--- config.mk ---
export PLATFORM = sky130hd
export DESIGN_NAME = uart_tx_arbiter
export DESIGN_NICKNAME = d
export VERILOG_FILES = /design/src/rtl/uart_pkg.sv /design/src/rtl/uart_credit_timer.sv /design/src/rtl/uart_tx_arbiter.sv
export SDC_FILE = /design/constraint.sdc
export NUM_CORES = 1
export LEC_CHECK = 0
export ABC_CLOCK_PERIOD_IN_PS = 6210
export CORE_ASPECT_RATIO = 0.6
export CORE_MARGIN = 2
export CORE_UTILIZATION = 44
export DETAILED_ROUTE_END_ITERATION = 12
export GPL_ROUTABILITY_DRIVEN = 0
export PLACE_DENSITY = 0.88
export SLEW_MARGIN = 20
export SYNTH_ARGS = -nofsm -noshare
export SYNTH_HDL_FRONTEND = slang
export SYNTH_SLANG_ARGS = --single-unit
--- constraint.sdc ---
create_clock -name sys_clk -period 6.21 [get_ports sys_clk]
set_input_delay 1.242 -clock sys_clk [delete_from_list [all_inputs] [get_ports sys_clk]]
set_output_delay 1.242 -clock sys_clk [all_outputs]
set_load 0.01 [all_outputs]
--- src/rtl/uart_pkg.sv ---
// Shared types and constants for the UART transmit arbiter.
// Word pacing is derived from the baud rate: 4 bytes of 10 line bits each, plus a guard margin.
package uart_pkg;

  localparam int BITS_PER_BYTE  = 10;
  localparam int BYTES_PER_WORD = 4;

  typedef enum logic [1:0] {
    IDLE,
    ISSUE,
    GAP
  } uart_arb_state_t;

  function automatic int word_cycles(input int clk_fre, input int bps, input int guard);
    return ((clk_fre * 1_000_000) / bps) * BITS_PER_BYTE * BYTES_PER_WORD + guard;
  endfunction

endpackage

--- src/rtl/uart_credit_timer.sv ---
// Estimated TX FIFO occupancy: one credit per free word, and a drain timer that
// hands one credit back every WORD_CYCLES cycles while the FIFO is not empty.
module uart_credit_timer
  import uart_pkg::*;
#(
  parameter int  CREDITS     = 16,
  parameter int  WORD_CYCLES = 17424,
  localparam int CW          = $clog2(CREDITS + 1),
  localparam int TW          = (WORD_CYCLES > 1) ? $clog2(WORD_CYCLES) : 1
) (
  input  logic          clk,
  input  logic          rst,
  input  logic          issue,
  output logic [CW-1:0] credits,
  output logic          has_credit
);

  logic [CW-1:0] credits_q, credits_d;
  logic [TW-1:0] timer_q, timer_d;
  logic          ret;
  logic          take;

  always_comb begin
    ret       = 1'b0;
    timer_d   = timer_q;
    credits_d = credits_q;
    take      = issue && (credits_q != '0);

    // With a full set of credits the FIFO is assumed empty, so nothing is draining.
    if (credits_q < CW'(CREDITS)) begin
      if (timer_q == TW'(WORD_CYCLES - 1)) begin
        ret     = 1'b1;
        timer_d = '0;
      end else begin
        timer_d = timer_q + TW'(1);
      end
    end else begin
      timer_d = '0;
    end

    case ({take, ret})
      2'b10:   credits_d = credits_q - CW'(1);
      2'b01:   credits_d = credits_q + CW'(1);
      default: credits_d = credits_q;
    endcase
  end

  always_ff @(posedge clk or posedge rst) begin
    if (rst) begin
      credits_q <= CW'(CREDITS);
      timer_q   <= '0;
    end else begin
      credits_q <= credits_d;
      timer_q   <= timer_d;
    end
  end

  assign credits    = credits_q;
  assign has_credit = (credits_q != '0);

endmodule

--- src/rtl/uart_tx_arbiter.sv ---
// Round-robin arbiter sharing the UART transmit word port, paced by a FIFO credit estimate.
// Optional macro UART_ARB_LOCK_EN lets a requester keep the grant for up to LOCK_MAX words.
module uart_tx_arbiter
  import uart_pkg::*;
#(
  parameter int  NUM_REQ      = 4,
  parameter int  CLK_FRE      = 50,
  parameter int  BPS          = 115200,
  parameter int  CREDITS      = 16,
  parameter int  GUARD_CYCLES = 64,
  parameter int  LOCK_MAX     = 8,
  localparam int IDW          = (NUM_REQ > 1) ? $clog2(NUM_REQ) : 1,
  localparam int CW           = $clog2(CREDITS + 1)
) (
  input  logic                 sys_clk,
  input  logic                 rst,
  input  logic [NUM_REQ-1:0]   req_valid,
  input  logic [32*NUM_REQ-1:0] req_data,
  output logic [NUM_REQ-1:0]   req_ready,
  input  logic [NUM_REQ-1:0]   req_lock,
  output logic [31:0]          uart_tx_reg,
  output logic                 uart_tx_en,
  output logic [IDW-1:0]       grant_id,
  output logic [CW-1:0]        credits,
  output logic                 busy
);

  localparam int WORD_CYCLES = word_cycles(CLK_FRE, BPS, GUARD_CYCLES);

  uart_arb_state_t state_q, state_d;
  logic [IDW-1:0]  rr_ptr_q, rr_ptr_d;
  logic [IDW-1:0]  grant_id_q, grant_id_d;
  logic [31:0]     tx_reg_q, tx_reg_d;
  logic [IDW-1:0]  pick_idx;
  logic [IDW:0]    pick_sum;
  logic            pick_found;
  logic            issue;
  logic            has_credit;
  logic [CW-1:0]   credits_w;
  logic [31:0]     req_word [NUM_REQ];

`ifdef UART_ARB_LOCK_EN
  localparam int LW = (LOCK_MAX > 1) ? $clog2(LOCK_MAX) : 1;
  logic [LW-1:0] lock_cnt_q, lock_cnt_d;
`else
  logic unused_lock;
  assign unused_lock = ^req_lock ^ (LOCK_MAX > 0);
`endif

  for (genvar i = 0; i < NUM_REQ; i++) begin : g_unpack
    assign req_word[i] = req_data[32*i +: 32];
  end

  function automatic logic [IDW-1:0] ptr_after(input logic [IDW-1:0] id);
    if (id == IDW'(NUM_REQ - 1)) return '0;
    return id + IDW'(1);
  endfunction

  // First valid requester at or after rr_ptr, wrapping around once.
  always_comb begin
    pick_found = 1'b0;
    pick_idx   = '0;
    pick_sum   = '0;
    for (int k = 0; k < NUM_REQ; k++) begin
      pick_sum = {1'b0, rr_ptr_q} + (IDW+1)'(k);
      if (pick_sum >= (IDW+1)'(NUM_REQ)) pick_sum = pick_sum - (IDW+1)'(NUM_REQ);
      if (!pick_found && req_valid[pick_sum[IDW-1:0]]) begin
        pick_found = 1'b1;
        pick_idx   = pick_sum[IDW-1:0];
      end
    end
  end

  always_comb begin
    state_d    = state_q;
    rr_ptr_d   = rr_ptr_q;
    grant_id_d = grant_id_q;
    tx_reg_d   = tx_reg_q;
    issue      = 1'b0;
`ifdef UART_ARB_LOCK_EN
    lock_cnt_d = lock_cnt_q;
`endif

    case (state_q)
      IDLE: begin
`ifdef UART_ARB_LOCK_EN
        if (!req_valid[rr_ptr_q]) lock_cnt_d = '0;
`endif
        if (pick_found && has_credit) begin
          grant_id_d = pick_idx;
          tx_reg_d   = req_word[pick_idx];
          state_d    = ISSUE;
        end
      end
      ISSUE: begin
        issue   = 1'b1;
        state_d = GAP;
`ifdef UART_ARB_LOCK_EN
        // Holding rr_ptr on the current grant makes it win the next arbitration if still valid.
        if (req_lock[grant_id_q] && (lock_cnt_q < LW'(LOCK_MAX - 1))) begin
          rr_ptr_d   = grant_id_q;
          lock_cnt_d = lock_cnt_q + LW'(1);
        end else begin
          rr_ptr_d   = ptr_after(grant_id_q);
          lock_cnt_d = '0;
        end
`else
        rr_ptr_d = ptr_after(grant_id_q);
`endif
      end
      GAP:     state_d = IDLE;
      default: state_d = IDLE;
    endcase
  end

  always_ff @(posedge sys_clk or posedge rst) begin
    if (rst) begin
      state_q    <= IDLE;
      rr_ptr_q   <= '0;
      grant_id_q <= '0;
      tx_reg_q   <= '0;
`ifdef UART_ARB_LOCK_EN
      lock_cnt_q <= '0;
`endif
    end else begin
      state_q    <= state_d;
      rr_ptr_q   <= rr_ptr_d;
      grant_id_q <= grant_id_d;
      tx_reg_q   <= tx_reg_d;
`ifdef UART_ARB_LOCK_EN
      lock_cnt_q <= lock_cnt_d;
`endif
    end
  end

  uart_credit_timer #(
    .CREDITS     (CREDITS),
    .WORD_CYCLES (WORD_CYCLES)
  ) u_credit (
    .clk        (sys_clk),
    .rst        (rst),
    .issue      (issue),
    .credits    (credits_w),
    .has_credit (has_credit)
  );

  always_comb begin
    req_ready = '0;
    if (state_q == ISSUE) req_ready[grant_id_q] = 1'b1;
  end

  assign uart_tx_en  = (state_q == ISSUE);
  assign uart_tx_reg = tx_reg_q;
  assign grant_id    = grant_id_q;
  assign credits     = credits_w;
  assign busy        = (state_q != IDLE) || (credits_w < CW'(CREDITS));

endmodule
[Word level (Yosys, flattened, before mapping)]
Cells that the tools add are included.
Word-level totals
  register bits: 58
  bits of input ports: 138
  output and inout port bits: 45
  logic and storage cells: 89
Cells by class
  equality and inequality tests: 6
  bitwise operators: 1
  mux-type cells: 38
  add/subtract/negate cells: 11
  $lt $le $gt $ge: 12
  reductions and logical operators: 15
Operators with widths (number)
  binary-select mux 32 bit (select 2 bit): 1
  2-to-1 mux 32 bit: 2
  2-to-1 mux 15 bit: 2
  2-to-1 mux 2 bit: 11
  adder 15 x 1 -> 15 bit (second input constant): 1
  equality test 15 bit (second input constant): 1
  < comparator 2 x 3 -> 1 bit (second input constant): 5
  2-to-1 mux 1 bit: 14
  greater-or-equal comparator 3 bit (second input constant): 4
  case mux 5 bit (2 select lines): 1
  binary-select mux 1 bit (select 2 bit): 4
  subtractor 2 x 1 -> 2 bit (second input constant): 4
  adder 2 x 2 -> 3 bit (second input constant): 2
  logical AND 1 bit: 6
  adder 5 x 1 -> 5 bit (second input constant): 1
  < comparator 5 bit (second input constant): 1
  nonzero test 5 bit: 1
  subtractor 5 x 1 -> 5 bit (second input constant): 1
  equality test 2 x 1 -> 1 bit (second input constant): 2
  equality test 2 bit (second input constant): 2
  2-to-1 mux 4 bit: 1
  case mux 2 bit (2 select lines): 1
  nonzero test 2 bit: 2
  adder 2 x 1 -> 3 bit (second input constant): 1
  10 further kinds: 12

[Logic depth before layout (Yosys ltp)]
Gate-level depths: netlist of run 1.
  depth in word-level cells: 18
  gate-level depth with buffers: 12
  depth with buffers taken out: 12

[Modules after synthesis]
Synthesis of run 1 repeated with hierarchy kept, for this count alone.
Second synthesis, totals
  cells, all modules: 337
  area total of the unflattened synthesis: 3748.6 um^2
By module, submodules not included
  uart_tx_arbiter: cells each 221, instances 1, area an instance 2613.8 um^2
  uart_credit_timer: cells each 116, instances 1, area an instance 1134.8 um^2

[Worst setup path after synthesis of run 1]
OpenSTA, ideal clock, no wires.
  kind: input to register
  start: input req_valid[1]
  end: register tx_reg_q[12] (netlist: uart_tx_reg[12])
  arrival: 2.373 ns
  required time: 6.078 ns
  stages: 6
  slack: 3.705 ns
  library setup time: 0.132 ns
  cell sequence: or2_4 > o311ai_4 > or2_1 > buf_4 > buf_6 > o221ai_2
Between the ends
  cells in the longest elaborated chain, start to end: 16
  elaborated cells on any way between the ends: 28
Ends and longest elaborated chain
  start, declared: line uart_tx_arbiter.sv:17  | input logic [NUM_REQ-1:0] req_valid,
  binary-select mux 1 bit (select 2 bit): line uart_tx_arbiter.sv:67  | if (!pick_found && req_valid[pick_sum[IDW-1:0]]) begin
  2-to-1 mux 1 bit (not written as such): line uart_tx_arbiter.sv:67
  2-to-1 mux 1 bit: line uart_tx_arbiter.sv:67
  logical NOT 1 bit: line uart_tx_arbiter.sv:67
  logical AND 1 bit: line uart_tx_arbiter.sv:67
  2-to-1 mux 1 bit: line uart_tx_arbiter.sv:67
  logical NOT 1 bit: line uart_tx_arbiter.sv:67
  logical AND 1 bit: line uart_tx_arbiter.sv:67
  2-to-1 mux 1 bit: line uart_tx_arbiter.sv:67
  logical NOT 1 bit: line uart_tx_arbiter.sv:67
  logical AND 1 bit: line uart_tx_arbiter.sv:67
  2-to-1 mux 2 bit: line uart_tx_arbiter.sv:67
  NOT 2 -> 3 bit (not written as such): line uart_tx_arbiter.sv:91  | tx_reg_d = req_word[pick_idx];
  binary-select mux 32 bit (select 2 bit): line uart_tx_arbiter.sv:91
  2-to-1 mux 32 bit (not written as such) (2 in series): line uart_tx_arbiter.sv:91
  end signal, assigned: line uart_tx_arbiter.sv:129  | tx_reg_q <= tx_reg_d;
  end, declared: line uart_tx_arbiter.sv:33  | logic [31:0] tx_reg_q, tx_reg_d;
Parallel ways exist; a longest one is shown, timed or not. The select of a mux whose other input is x is not followed.
A chain may end at the register's enable or synchronous reset.

[Worst setup path in the final report of run 1]
  start: input req_valid[1]
  end: register tx_reg_q[27] (netlist: uart_tx_reg[27])
The elaborated chain is that of the path after synthesis.

==> impl_summary.log, run 1 <==
[metrics] run status: complete, no violations
[metrics] first-iteration detailed-routing DRC count: 168
[metrics] area of the core region: 0.007976 sq mm
[metrics] MaxCap Viol Count: 0
[metrics] overall via count from detail_route: 3215
[metrics] mean instance size in the synthesized netlist: 11.10 sq um
[metrics] GRT Residual Overflow: 0
[metrics] leakage power figure: 0.002672 uW
[metrics] Reg clk slew, reported paths: 0.05 ns
[metrics] clock latency reported for the late side of the worst-skew pair: 0.32 ns
[metrics] total of flip-flops plus latches after synthesis: 58
[metrics] worst setup margin: 2.384 ns
[metrics] layout cells sized above 1: 11.44%
[metrics] Reg2Reg Capture Point: u_credit.credits[4]
[metrics] drt drc: 0
[metrics] number of buffers inserted by post-CTS setup repair: 0
[metrics] kind of critical path: primary input to flop
[metrics] TritonCTS clock tree: done
[metrics] Post-layout nets: 651
[metrics] Area Growth Syn to Fin: 58.49%
[metrics] Hold Path Stages: 1
[metrics] diodes inserted: 0
[metrics] count of flip-flops with a built-in enable after synthesis: 0
[metrics] level count of the clock H-tree: 3
[metrics] HPWL after detailed placement: 7647 microns
[metrics] reg2reg path depth: 12
[metrics] post-layout power: 1064 uW
[metrics] setup repair after global routing missed its margin: no
[metrics] vias per cell: 5.228
[metrics] final critical-path required period: 3.826 ns
[metrics] final worst path period share: 61.61%
[metrics] Most used DFF post-synth: dfrtp_1
[metrics] area of the multi-input gates: 0.002018 sq mm
[metrics] Hold/Removal Path Class: flop to flop
[metrics] number of unique standard cell types used by synthesis: 42
[metrics] final-report hold violation count: 0
[metrics] FF-to-FF Start: u_credit.timer_q[0]
[metrics] maximum operating frequency: 261.4 MHz
[metrics] Synth Instances: 330
[metrics] wire length of the first global-routing pass: 15980 microns
[metrics] CTS Hold Bufs: 0
[metrics] Worst Setup End Kind: flop
[metrics] area occupied by registers: 0.001453 sq mm
[metrics] netlist area before placement: 0.003662 sq mm
[metrics] proportion of register bits with asynchronous set or reset after synthesis: 100.0%
[metrics] boundary pin count: 183
[metrics] Clock Tree Buf Depth: 2
[metrics] drt wl/cell: 16.77 microns
[metrics] CP arrival: 3.97 ns
[metrics] initial core utilization: 45.91%
[metrics] number of buffers created by CTS: 9
[metrics] Setup violations, final: 0
[metrics] WHS Endpoint: state_q[1]
[metrics] remaining number of nets flagged by the antenna check after routing: 0
[metrics] flip-flop count of the largest register after layout: 32
[metrics] Post-Route Utilization: 72.77%
[metrics] number of global-route vias before repair: 3286
[metrics] filler instances: 562
[metrics] number of buffers inserted by port buffering: 178
[metrics] hold path startpoint: state_q[1]
[metrics] pre-CTS setup slack: 2.092 ns
[metrics] worst-case vdd ir drop: 0.1284 mV
[metrics] setup skew after layout: 0.005290 ns
[metrics] headroom to the max-slew limit: 29.81%
[metrics] DIE HEIGHT: 74.67 microns
[metrics] clock tree root buffer cell: clkbuf_16
[metrics] number of iterations in the first detailed-routing pass: 4
[metrics] WL final: 10320 microns
[metrics] count of synthesis-stage warnings from yosys: 0
[metrics] maximum fanout along the worst path: 33
[metrics] synthesized net count: 479
[metrics] sequential area share after synthesis: 39.67%
[metrics] TNS Setup: 0 ns
[metrics] Critical Path RT: 6.36 ns
[metrics] count of standard-cell rows: 25
[metrics] Slew Viols, Final: 0
[metrics] Setup crit start kind: primary input
[metrics] cell area power density: 183.4 mW/mm^2
[metrics] GR Util All Layers: 22.85%
[metrics] Die X: 121.8 microns
[metrics] post-CTS resize count: 0
[metrics] antenna violations before repair: 0
[metrics] setup slack on the worst flop-to-flop path: 3.39 ns
[metrics] clock net sink count: 58
[metrics] area of the die: 0.009093 sq mm
[metrics] largest net degree at the start of global routing: 59
[metrics] Tightest Pin Transition: 1.053 ns
==> how the worst max path moves through the flow <==
stage	end	startpoint	cells after the start
final	uart_tx_reg[27]	req_valid[1]	5
after global routing	uart_tx_reg[27]	req_valid[1]	5
after CTS	uart_tx_reg[27]	req_valid[1]	5
after detailed placement	uart_tx_reg[27]	req_valid[1]	5
after global placement	uart_tx_reg[27]	req_valid[1]	5
after floorplan	grant_id[0]	rst	1
==> layout by cell type, fill, tap and decap left out, drive strengths merged, types with 2 or more instances in the layout <==
cell and instances:
clkbuf 11, clkinv 2, nand2 43, xor2 10
nor2b 5, inv 9, buf 4, and2 7
a21oi 4, o221ai 32, or3 2, or2 2
and3 5, dfrtp 57, nor3 2, ha 10
xnor2 6, o21ai 7, nand3 6, nor2 19
mux2i 65, clkdlybuf4s50 178, bufinv 2, mux2 2
nand4 3
==> per-layer routing <==
metal  share of wire, %  GRT usage, %  vias up
met1                 41         27.99     1520
met5                  0             0        -
met2                 51         39.42      140
met3                7.7         7.500        9
li1                   -             -     1546
met4               0.88         6.641        0
==> critical path, cell delays in order <==
cell,delay (ns)
clkdlybuf4s50_1,0.49
or2_4,0.31
o311ai_4,0.69
or2_2,0.92
o221ai_1,0.26
==> cells in the mapped netlist (all sizes together), types with 2 or more instances <==
| cell | count | area share, % |
|---|---|---|
| mux2 | 2 | 0.61 |
| nand4 | 3 | 0.51 |
| clkbuf | 7 | 0.72 |
| buf | 14 | 3.8 |
| or2 | 2 | 0.41 |
| nand2 | 43 | 4.5 |
| or3 | 2 | 0.34 |
| dfrtp | 57 | 39 |
| nor2b | 5 | 0.85 |
| xnor2 | 6 | 1.4 |
| a21oi | 4 | 0.55 |
| xor2 | 10 | 2.4 |
| and2 | 7 | 1.2 |
| o21ai | 7 | 0.96 |
| mux2i | 65 | 18 |
| ha | 10 | 3.4 |
| and3 | 5 | 0.85 |
| nor3 | 2 | 0.27 |
| o221ai | 32 | 13 |
| inv | 9 | 0.92 |
| nor2 | 19 | 1.9 |
| nand3 | 6 | 0.82 |
==> cell families (layout without fill, tap and decap cells) <==
group,Yosys count,after routing,synth area share (%)
mux,67,67,18.38
fa+ha+maj,11,11,3.963
simple gates,99,99,12.74
xor+xnor,16,16,3.826
flops,58,58,39.67
buf+inv,30,207,5.466
compound gates,49,49,15.96
==> power by group <==
part	switching, uW	internal, uW	leakage (uW)	total (uW)
combinational	55.2	102	0.00173	157
clock	169	360	0.000156	529
sequential	0	378	0.000787	378
total	224	841	0.00267	1060
==> through the flow <==
step / cells / instance area (sq um) / hold WS (ns)
after floorplan: 330 / 3662 / 0.4245
after global placement: 598 / 5456 / 0.4379
after detailed placement: 598 / 5456 / 0.4469
after global routing: 615 / 5804 / 0.4693
final: 615 / 5804 / 0.4540
after CTS: 614 / 5777 / 0.4547
==> cell type report <==
cell class	instances	share of cell area, %
Timing Repair Buffer	182	31.77
Clock buffer	11	4.182
Multi-Input combinational cell	242	34.77
Clock inverter	5	1.336
Tap cell	108	2.328
Sequential cell	58	25.03
Inverter	9	0.5820
No activity file was read; power rests on OpenSTA's default activity.
==> inputs of run 2 (changes only) <==
--- a/config.mk
+++ b/config.mk
@@ -5,13 +5,13 @@
 export SDC_FILE = /design/constraint.sdc
 export NUM_CORES = 1
 export LEC_CHECK = 0
-export ABC_CLOCK_PERIOD_IN_PS = 6210
+export ABC_CLOCK_PERIOD_IN_PS = 3900
 export CORE_ASPECT_RATIO = 0.6
 export CORE_MARGIN = 2
-export CORE_UTILIZATION = 44
+export CORE_UTILIZATION = 41
 export DETAILED_ROUTE_END_ITERATION = 12
 export GPL_ROUTABILITY_DRIVEN = 0
-export PLACE_DENSITY = 0.88
+export PLACE_DENSITY = 0.83
 export SLEW_MARGIN = 20
 export SYNTH_ARGS = -nofsm -noshare
 export SYNTH_HDL_FRONTEND = slang
==> constraint.sdc (replaced) <==
create_clock -name sys_clk -period 3.9 [get_ports sys_clk]
set_input_delay 0.78 -clock sys_clk [delete_from_list [all_inputs] [get_ports sys_clk]]
set_output_delay 0.78 -clock sys_clk [all_outputs]
set_load 0.01 [all_outputs]
==> impl_summary.log, run 2 (synthesis results as in run 1) <==
[metrics] Setup crit start kind: primary input (unchanged)
[metrics] setup slack on the worst flop-to-flop path: 1.10 ns (was 3.39 ns)
[metrics] critical path startpoint: req_valid[1] (unchanged)
[metrics] GRT Residual Overflow: 0 (unchanged)
[metrics] boundary pin count: 183 (unchanged)
[metrics] Post-Route Utilization: 67.00% (was 72.77%)
[metrics] critical-path cell list: clkdlybuf4s50_1 -> or2_4 -> o311ai_4 -> or2_2 -> buf_4 -> o221ai_2 (was clkdlybuf4s50_1 -> or2_4 -> o311ai_4 -> or2_2 -> o221ai_1)
[metrics] headroom to the max-slew limit: 46.56% (was 29.81%)
[metrics] area of the core region: 0.008588 sq mm (was 0.007976 sq mm)
[metrics] number of iterations in the first detailed-routing pass: 4 (unchanged)
[metrics] Post-layout nets: 654 (was 651)
[metrics] Reg2Reg Capture Point: u_credit.credits[4] (unchanged)
[metrics] GR Util All Layers: 21.13% (was 22.85%)
[metrics] drt wl/cell: 16.45 microns (was 16.77 microns)
[metrics] post-CTS resize count: 0 (unchanged)
[metrics] TritonCTS clock tree: done (unchanged)
[metrics] number of buffers inserted by post-CTS setup repair: 0 (unchanged)
[metrics] number of buffers created by CTS: 9 (unchanged)
[metrics] Slew Viols, Final: 0 (unchanged)
[metrics] largest net degree at the start of global routing: 47 (was 59)
[metrics] remaining number of nets flagged by the antenna check after routing: 0 (unchanged)
[metrics] final-report hold violation count: 0 (unchanged)
[metrics] number of global-route vias before repair: 3336 (was 3286)
[metrics] CTS Hold Bufs: 0 (unchanged)
[metrics] CP arrival: 3.16 ns (was 3.97 ns)
[metrics] TNS Setup: 0 ns (unchanged)
[metrics] initial core utilization: 42.64% (was 45.91%)
[metrics] clock tree root buffer cell: clkbuf_16 (unchanged)
[metrics] vias per cell: 5.223 (was 5.228)
[metrics] area of the die: 0.009730 sq mm (was 0.009093 sq mm)
[metrics] Hold/Removal Path Class: flop to flop (unchanged)
[metrics] Die X: 126.0 microns (was 121.8 microns)
[metrics] DIE HEIGHT: 77.21 microns (was 74.67 microns)
[metrics] kind of critical path: primary input to flop (unchanged)
[metrics] Crit path max-delay family: simple AND/OR/NAND/NOR gates (unchanged)
[metrics] setup repair after global routing missed its margin: no (unchanged)
[metrics] number of buffers inserted by port buffering: 178 (unchanged)
[metrics] overall via count from detail_route: 3249 (was 3215)
[metrics] MaxCap Viol Count: 0 (unchanged)
[metrics] leakage power figure: 0.002648 uW (was 0.002672 uW)
[metrics] maximum operating frequency: 337.5 MHz
[metrics] maximum fanout along the worst path: 18 (was 33)
[metrics] critical path endpoint: uart_tx_reg[12] (was uart_tx_reg[27])
[metrics] HPWL after detailed placement: 7950 microns (was 7647 microns)
[metrics] reg2reg path depth: 12 (unchanged)
[metrics] Setup violations, final: 0 (unchanged)
[metrics] Worst Setup End Kind: flop (unchanged)
[metrics] final critical-path required period: 2.963 ns
[metrics] layout cells sized above 1: 11.98% (was 11.44%)
[metrics] setup skew after layout: 0.007191 ns (was 0.005290 ns)
[metrics] Tightest Pin Transition: 0.8004 ns (was 1.053 ns)
[metrics] cell area power density: 266.9 mW/mm^2 (was 183.4 mW/mm^2)
[metrics] filler instances: 667 (was 562)
[metrics] final worst path period share: 75.97%
[metrics] number of cells on the critical path: 6 (was 5)
[metrics] run status: complete, no violations (unchanged)
[metrics] commonest non-fill, non-tap cell in the layout: clkdlybuf4s50_1 (unchanged)
[metrics] Critical path buffers and inverters: 2 (was 1)
[metrics] WL final: 10230 microns (was 10320 microns)
[metrics] antenna violations before repair: 0 (unchanged)
[metrics] first-iteration detailed-routing DRC count: 155 (was 168)
[metrics] count of standard-cell rows: 26 (was 25)
[metrics] Largest stage delay, worst path: 0.60 ns (was 0.92 ns)
[metrics] Critical Path RT: 4.09 ns (was 6.36 ns)
[metrics] Reg clk slew, reported paths: 0.05 ns (about the same)
[metrics] crit path max-delay cell type: or2_2 (unchanged)
[metrics] wire length of the first global-routing pass: 16390 microns (was 15980 microns)
[metrics] drt drc: 0 (unchanged)
[metrics] FF-to-FF Start: u_credit.timer_q[0] (unchanged)
[metrics] level count of the clock H-tree: 3 (unchanged)
[metrics] Clock Tree Buf Depth: 2 (unchanged)
[metrics] Area Growth Syn to Fin: 57.12% (was 58.49%)
[metrics] flip-flop count of the largest register after layout: 32 (unchanged)
[metrics] clock net sink count: 58 (unchanged)
[metrics] clock latency reported for the late side of the worst-skew pair: 0.33 ns (was 0.32 ns)
[metrics] worst-case vdd ir drop: 0.2357 mV (was 0.1284 mV)
[metrics] highest-count cells in the layout ignoring fill and taps: clkdlybuf4s50_1, mux2i_1, dfrtp_1 (unchanged)
[run 2: changes by cell type in the layout (fill, tap and decap cells not counted), sizes merged]
cell,previous run,this run
buf,4,7
bufinv,2,0
clkbuf,11,9
clkinv,2,4
clkinvlp,1,2
diode,0,1
[run 2: worst min-delay path by stage]
stage	endpoint	slack, ns	startpoint	cells after the start
floorplan	u_credit.timer_q[0]	0.42	u_credit.timer_q[0]	1
global placement	state_q[1]	0.44	state_q[1]	1
detailed placement	state_q[1]	0.45	state_q[1]	1
CTS	u_credit.timer_q[0]	0.46	u_credit.timer_q[0]	1
global route	u_credit.timer_q[0]	0.47	u_credit.timer_q[0]	1
finish	u_credit.timer_q[0]	0.45	u_credit.timer_q[0]	1
[run 2: through the flow]
stage	cells	total power (uW)	setup slack (ns)	area, sq um	hold slack [ns]
after detailed placement	606	859.3	0.6429	5492	0.4491
after floorplan	330	710.1	1.427	3662	0.4245
final	622	1536	0.9373	5754	0.4532
after CTS	621	1550	0.9412	5752	0.4593
after global routing	621	1593	0.8147	5752	0.4705
after global placement	606	854.4	0.6852	5492	0.4386
[run 2: worst register-to-register path: stages, from the launching register on]
cell and delay, ns:
dfrtp_1 0.36, ha_1 0.19, and3_1 0.25, nand4_1 0.13, nor2_1 0.13, ha_1 0.25, inv_1 0.12, ha_1 0.30
nor2b_1 0.14, o21a_1 0.17, or3_1 0.31, a21oi_1 0.20, xor2_1 0.16
[run 2: report_power, final]
group | internal (uW) | total [uW] | leakage (uW) | switching, uW
clock | 420 | 688 | 0.000127 | 268
combinational | 158 | 245 | 0.00173 | 86.7
sequential | 603 | 603 | 0.000787 | 0
total | 1180 | 1540 | 0.00265 | 355
[run 2: routing by layer]
layer,wire [microns],vias up,GRT usage (%)
li1,-,1545,-
met5,0,-,0
met2,4902,131,35.48
met4,93,0,5.824
met3,812,12,6.560
met1,4425,1561,26.42
[run 2: area by class of cell]
type                            instances  area, sq um  area share [%]
Timing Repair Buffer                  185         1847           32.09
Clock buffer                            9        225.2           3.914
Clock inverter                          6        35.03          0.6088
Antenna cell                            1        2.502         0.04349
Tap cell                              112        140.1           2.435
Sequential cell                        58         1453           25.24
Inverter                                9        33.78          0.5871
Multi-Input combinational cell        242         2018           35.07
==> inputs of run 3 (changes only) <==
--- a/config.mk
+++ b/config.mk
@@ -5,7 +5,7 @@
 export SDC_FILE = /design/constraint.sdc
 export NUM_CORES = 1
 export LEC_CHECK = 0
-export ABC_CLOCK_PERIOD_IN_PS = 3900
+export ABC_CLOCK_PERIOD_IN_PS = 3100
 export CORE_ASPECT_RATIO = 0.6
 export CORE_MARGIN = 2
 export CORE_UTILIZATION = 41
==> constraint.sdc (replaced) <==
create_clock -name sys_clk -period 3.1 [get_ports sys_clk]
set_input_delay 0.62 -clock sys_clk [delete_from_list [all_inputs] [get_ports sys_clk]]
set_output_delay 0.62 -clock sys_clk [all_outputs]
set_load 0.01 [all_outputs]
==> impl_summary.log, run 3 (synthesis results as in run 1) <==
[metrics] Slew Viols, Final: 0 (unchanged)
[metrics] Post-layout nets: 658 (was 654)
[metrics] number of iterations in the first detailed-routing pass: 4 (unchanged)
[metrics] vias per cell: 5.185 (was 5.223)
[metrics] largest net degree at the start of global routing: 47 (unchanged)
[metrics] remaining number of nets flagged by the antenna check after routing: 0 (unchanged)
[metrics] final critical-path required period: 2.845 ns
[metrics] maximum fanout along the worst path: 5 (was 18)
[metrics] area of the core region: 0.008588 sq mm (unchanged)
[metrics] post-CTS resize count: 0 (unchanged)
[metrics] DIE HEIGHT: 77.21 microns (unchanged)
[metrics] Setup violations, final: 0 (unchanged)
[metrics] layout cells sized above 1: 12.84% (was 11.98%)
[metrics] Hold/Removal Path Class: flop to flop (unchanged)
[metrics] Post-Route Utilization: 68.55% (was 67.00%)
[metrics] run status: complete, no violations (unchanged)
[metrics] leakage power figure: 0.002721 uW (was 0.002648 uW)
[metrics] Area Growth Syn to Fin: 60.74% (was 57.12%)
[metrics] final instance area: 0.005887 sq mm (was 0.005754 sq mm)
[metrics] diodes inserted: 0 (was 1)
[metrics] GR Util All Layers: 21.70% (was 21.13%)
[metrics] Clock Tree Buf Depth: 2 (unchanged)
[metrics] final-report hold violation count: 0 (unchanged)
[metrics] Setup crit start kind: flop (was primary input)
[metrics] area of the die: 0.009730 sq mm (unchanged)
[metrics] first-iteration detailed-routing DRC count: 171 (was 155)
[metrics] overall via count from detail_route: 3246 (was 3249)
[metrics] MaxCap Viol Count: 0 (unchanged)
[metrics] cell area power density: 379.7 mW/mm^2 (was 266.9 mW/mm^2)
[metrics] Worst Setup End Kind: flop (unchanged)
[metrics] Reg clk slew, reported paths: 0.05 ns (about the same)
[metrics] TNS Setup: 0 ns (unchanged)
[metrics] number of buffers inserted by post-CTS setup repair: 0 (unchanged)
[metrics] metal2 WL: 5066 microns (was 4902 microns)
[metrics] Tightest Pin Transition: 0.5574 ns (was 0.8004 ns)
[metrics] GRT Residual Overflow: 0 (unchanged)
[metrics] Die X: 126.0 microns (unchanged)
[metrics] level count of the clock H-tree: 3 (unchanged)
[metrics] setup skew after layout: 0.006582 ns (was 0.007191 ns)
[metrics] clock net sink count: 58 (unchanged)
[metrics] initial core utilization: 42.64% (unchanged)
[metrics] clock latency reported for the late side of the worst-skew pair: 0.33 ns (about the same)
[metrics] kind of critical path: flop to flop (was primary input to flop)
[metrics] drt wl/cell: 16.61 microns (was 16.45 microns)
[metrics] CTS Hold Bufs: 0 (unchanged)
[metrics] number of buffers created by CTS: 9 (unchanged)
[metrics] count of standard-cell rows: 26 (unchanged)
[metrics] HPWL after detailed placement: 7914 microns (was 7950 microns)
[metrics] highest-count cells in the layout ignoring fill and taps: clkdlybuf4s50_1, mux2i_1, dfrtp_1 (unchanged)
[metrics] boundary pin count: 183 (unchanged)
[metrics] Critical Path RT: 3.35 ns (was 4.09 ns)
[metrics] commonest non-fill, non-tap cell in the layout: clkdlybuf4s50_1 (unchanged)
[metrics] antenna violations before repair: 0 (unchanged)
[metrics] headroom to the max-slew limit: 62.84% (was 46.56%)
[metrics] drt drc: 0 (unchanged)
[metrics] placement-stage cell area: 0.005534 sq mm (was 0.005492 sq mm)
[metrics] setup repair after global routing missed its margin: no (unchanged)
[metrics] M1 WL: 4279 microns (was 4425 microns)
[metrics] number of buffers inserted by port buffering: 178 (unchanged)
[metrics] WL final: 10400 microns (was 10230 microns)
[metrics] CP arrival: 3.10 ns (was 3.16 ns)
[metrics] maximum operating frequency: 351.5 MHz
[metrics] DR WL met3: 891 microns (was 812 microns)
[metrics] post-layout power: 2235 uW (was 1536 uW)
[metrics] clock tree root buffer cell: clkbuf_16 (unchanged)
[metrics] wire length of the first global-routing pass: 16700 microns (was 16390 microns)
[metrics] worst-case vdd ir drop: 0.2739 mV (was 0.2357 mV)
[metrics] top metal layer carrying routed signals: met4 (unchanged)
[metrics] flip-flop count of the largest register after layout: 32 (unchanged)
[metrics] TritonCTS clock tree: done (unchanged)
[metrics] number of global-route vias before repair: 3372 (was 3336)
[metrics] final worst path period share: 91.77%
## run 3: changes by cell type in the layout (fill, tap and decap cells not counted), sizes merged
| cell | before | now |
|---|---|---|
| clkbuf | 9 | 11 |
| clkinvlp | 2 | 0 |
| buf | 7 | 11 |
| diode | 1 | 0 |
| bufinv | 0 | 3 |
| clkinv | 4 | 2 |
## run 3: final timing paths
check	start	end	slack (ns)	cells past startpoint
worst max-delay path	u_credit.timer_q[11]	u_credit.credits[4]	0.26	11
worst min register to register	state_q[1]	state_q[1]	0.45	1
max in group asynchronous	rst	u_credit.timer_q[0]	1.87	3
worst max register to register	u_credit.timer_q[11]	u_credit.credits[4]	0.26	11
min in group asynchronous	rst	uart_tx_reg[24]	0.53	2
worst min-delay path	state_q[1]	state_q[1]	0.45	1
## run 3: power breakdown
part,leakage (uW),switching (uW),internal (uW)
Clock,0.000176,342,825
Sequential,0.000787,0,758
Combinational,0.00176,109,201
Total,0.00272,451,1780
## run 3: layout make-up
cell class | count | area, sq um
Clock buffer | 11 | 252.7
Clock inverter | 5 | 100.1
Fill cell | 622 | 2701
Inverter | 9 | 33.78
Multi-Input combinational cell | 242 | 2018
Sequential cell | 58 | 1453
Tap cell | 112 | 140.1
Timing Repair Buffer | 189 | 1889
## run 3: routing by layer
layer | vias up | GRT usage [%]
met5 | - | 0
met4 | 0 | 6.264
met3 | 15 | 6.490
met2 | 148 | 37.10
met1 | 1527 | 26.65
li1 | 1556 | -
## run 3: stage by stage
step / hold slack (ns) / std cells / worst slack, ns
finish: 0.4490 / 626 / 0.2551
detailed placement: 0.4446 / 610 / 0.3031
global route: 0.4653 / 626 / 0.04062
global placement: 0.4375 / 610 / 0.4576
CTS: 0.4514 / 626 / 0.2209
floorplan: 0.4245 / 330 / 0.6273
## run 3: worst max-delay path, cell delays in order (launching register included)
cell and delay (ns):
dfrtp_1 0.41, nor4bb_1 0.42, nand4_1 0.17, nor2_1 0.12, ha_1 0.23, inv_1 0.12, ha_1 0.30, nor2b_1 0.14
o21a_1 0.18, or3_1 0.32, a21oi_1 0.18, xor2_1 0.16
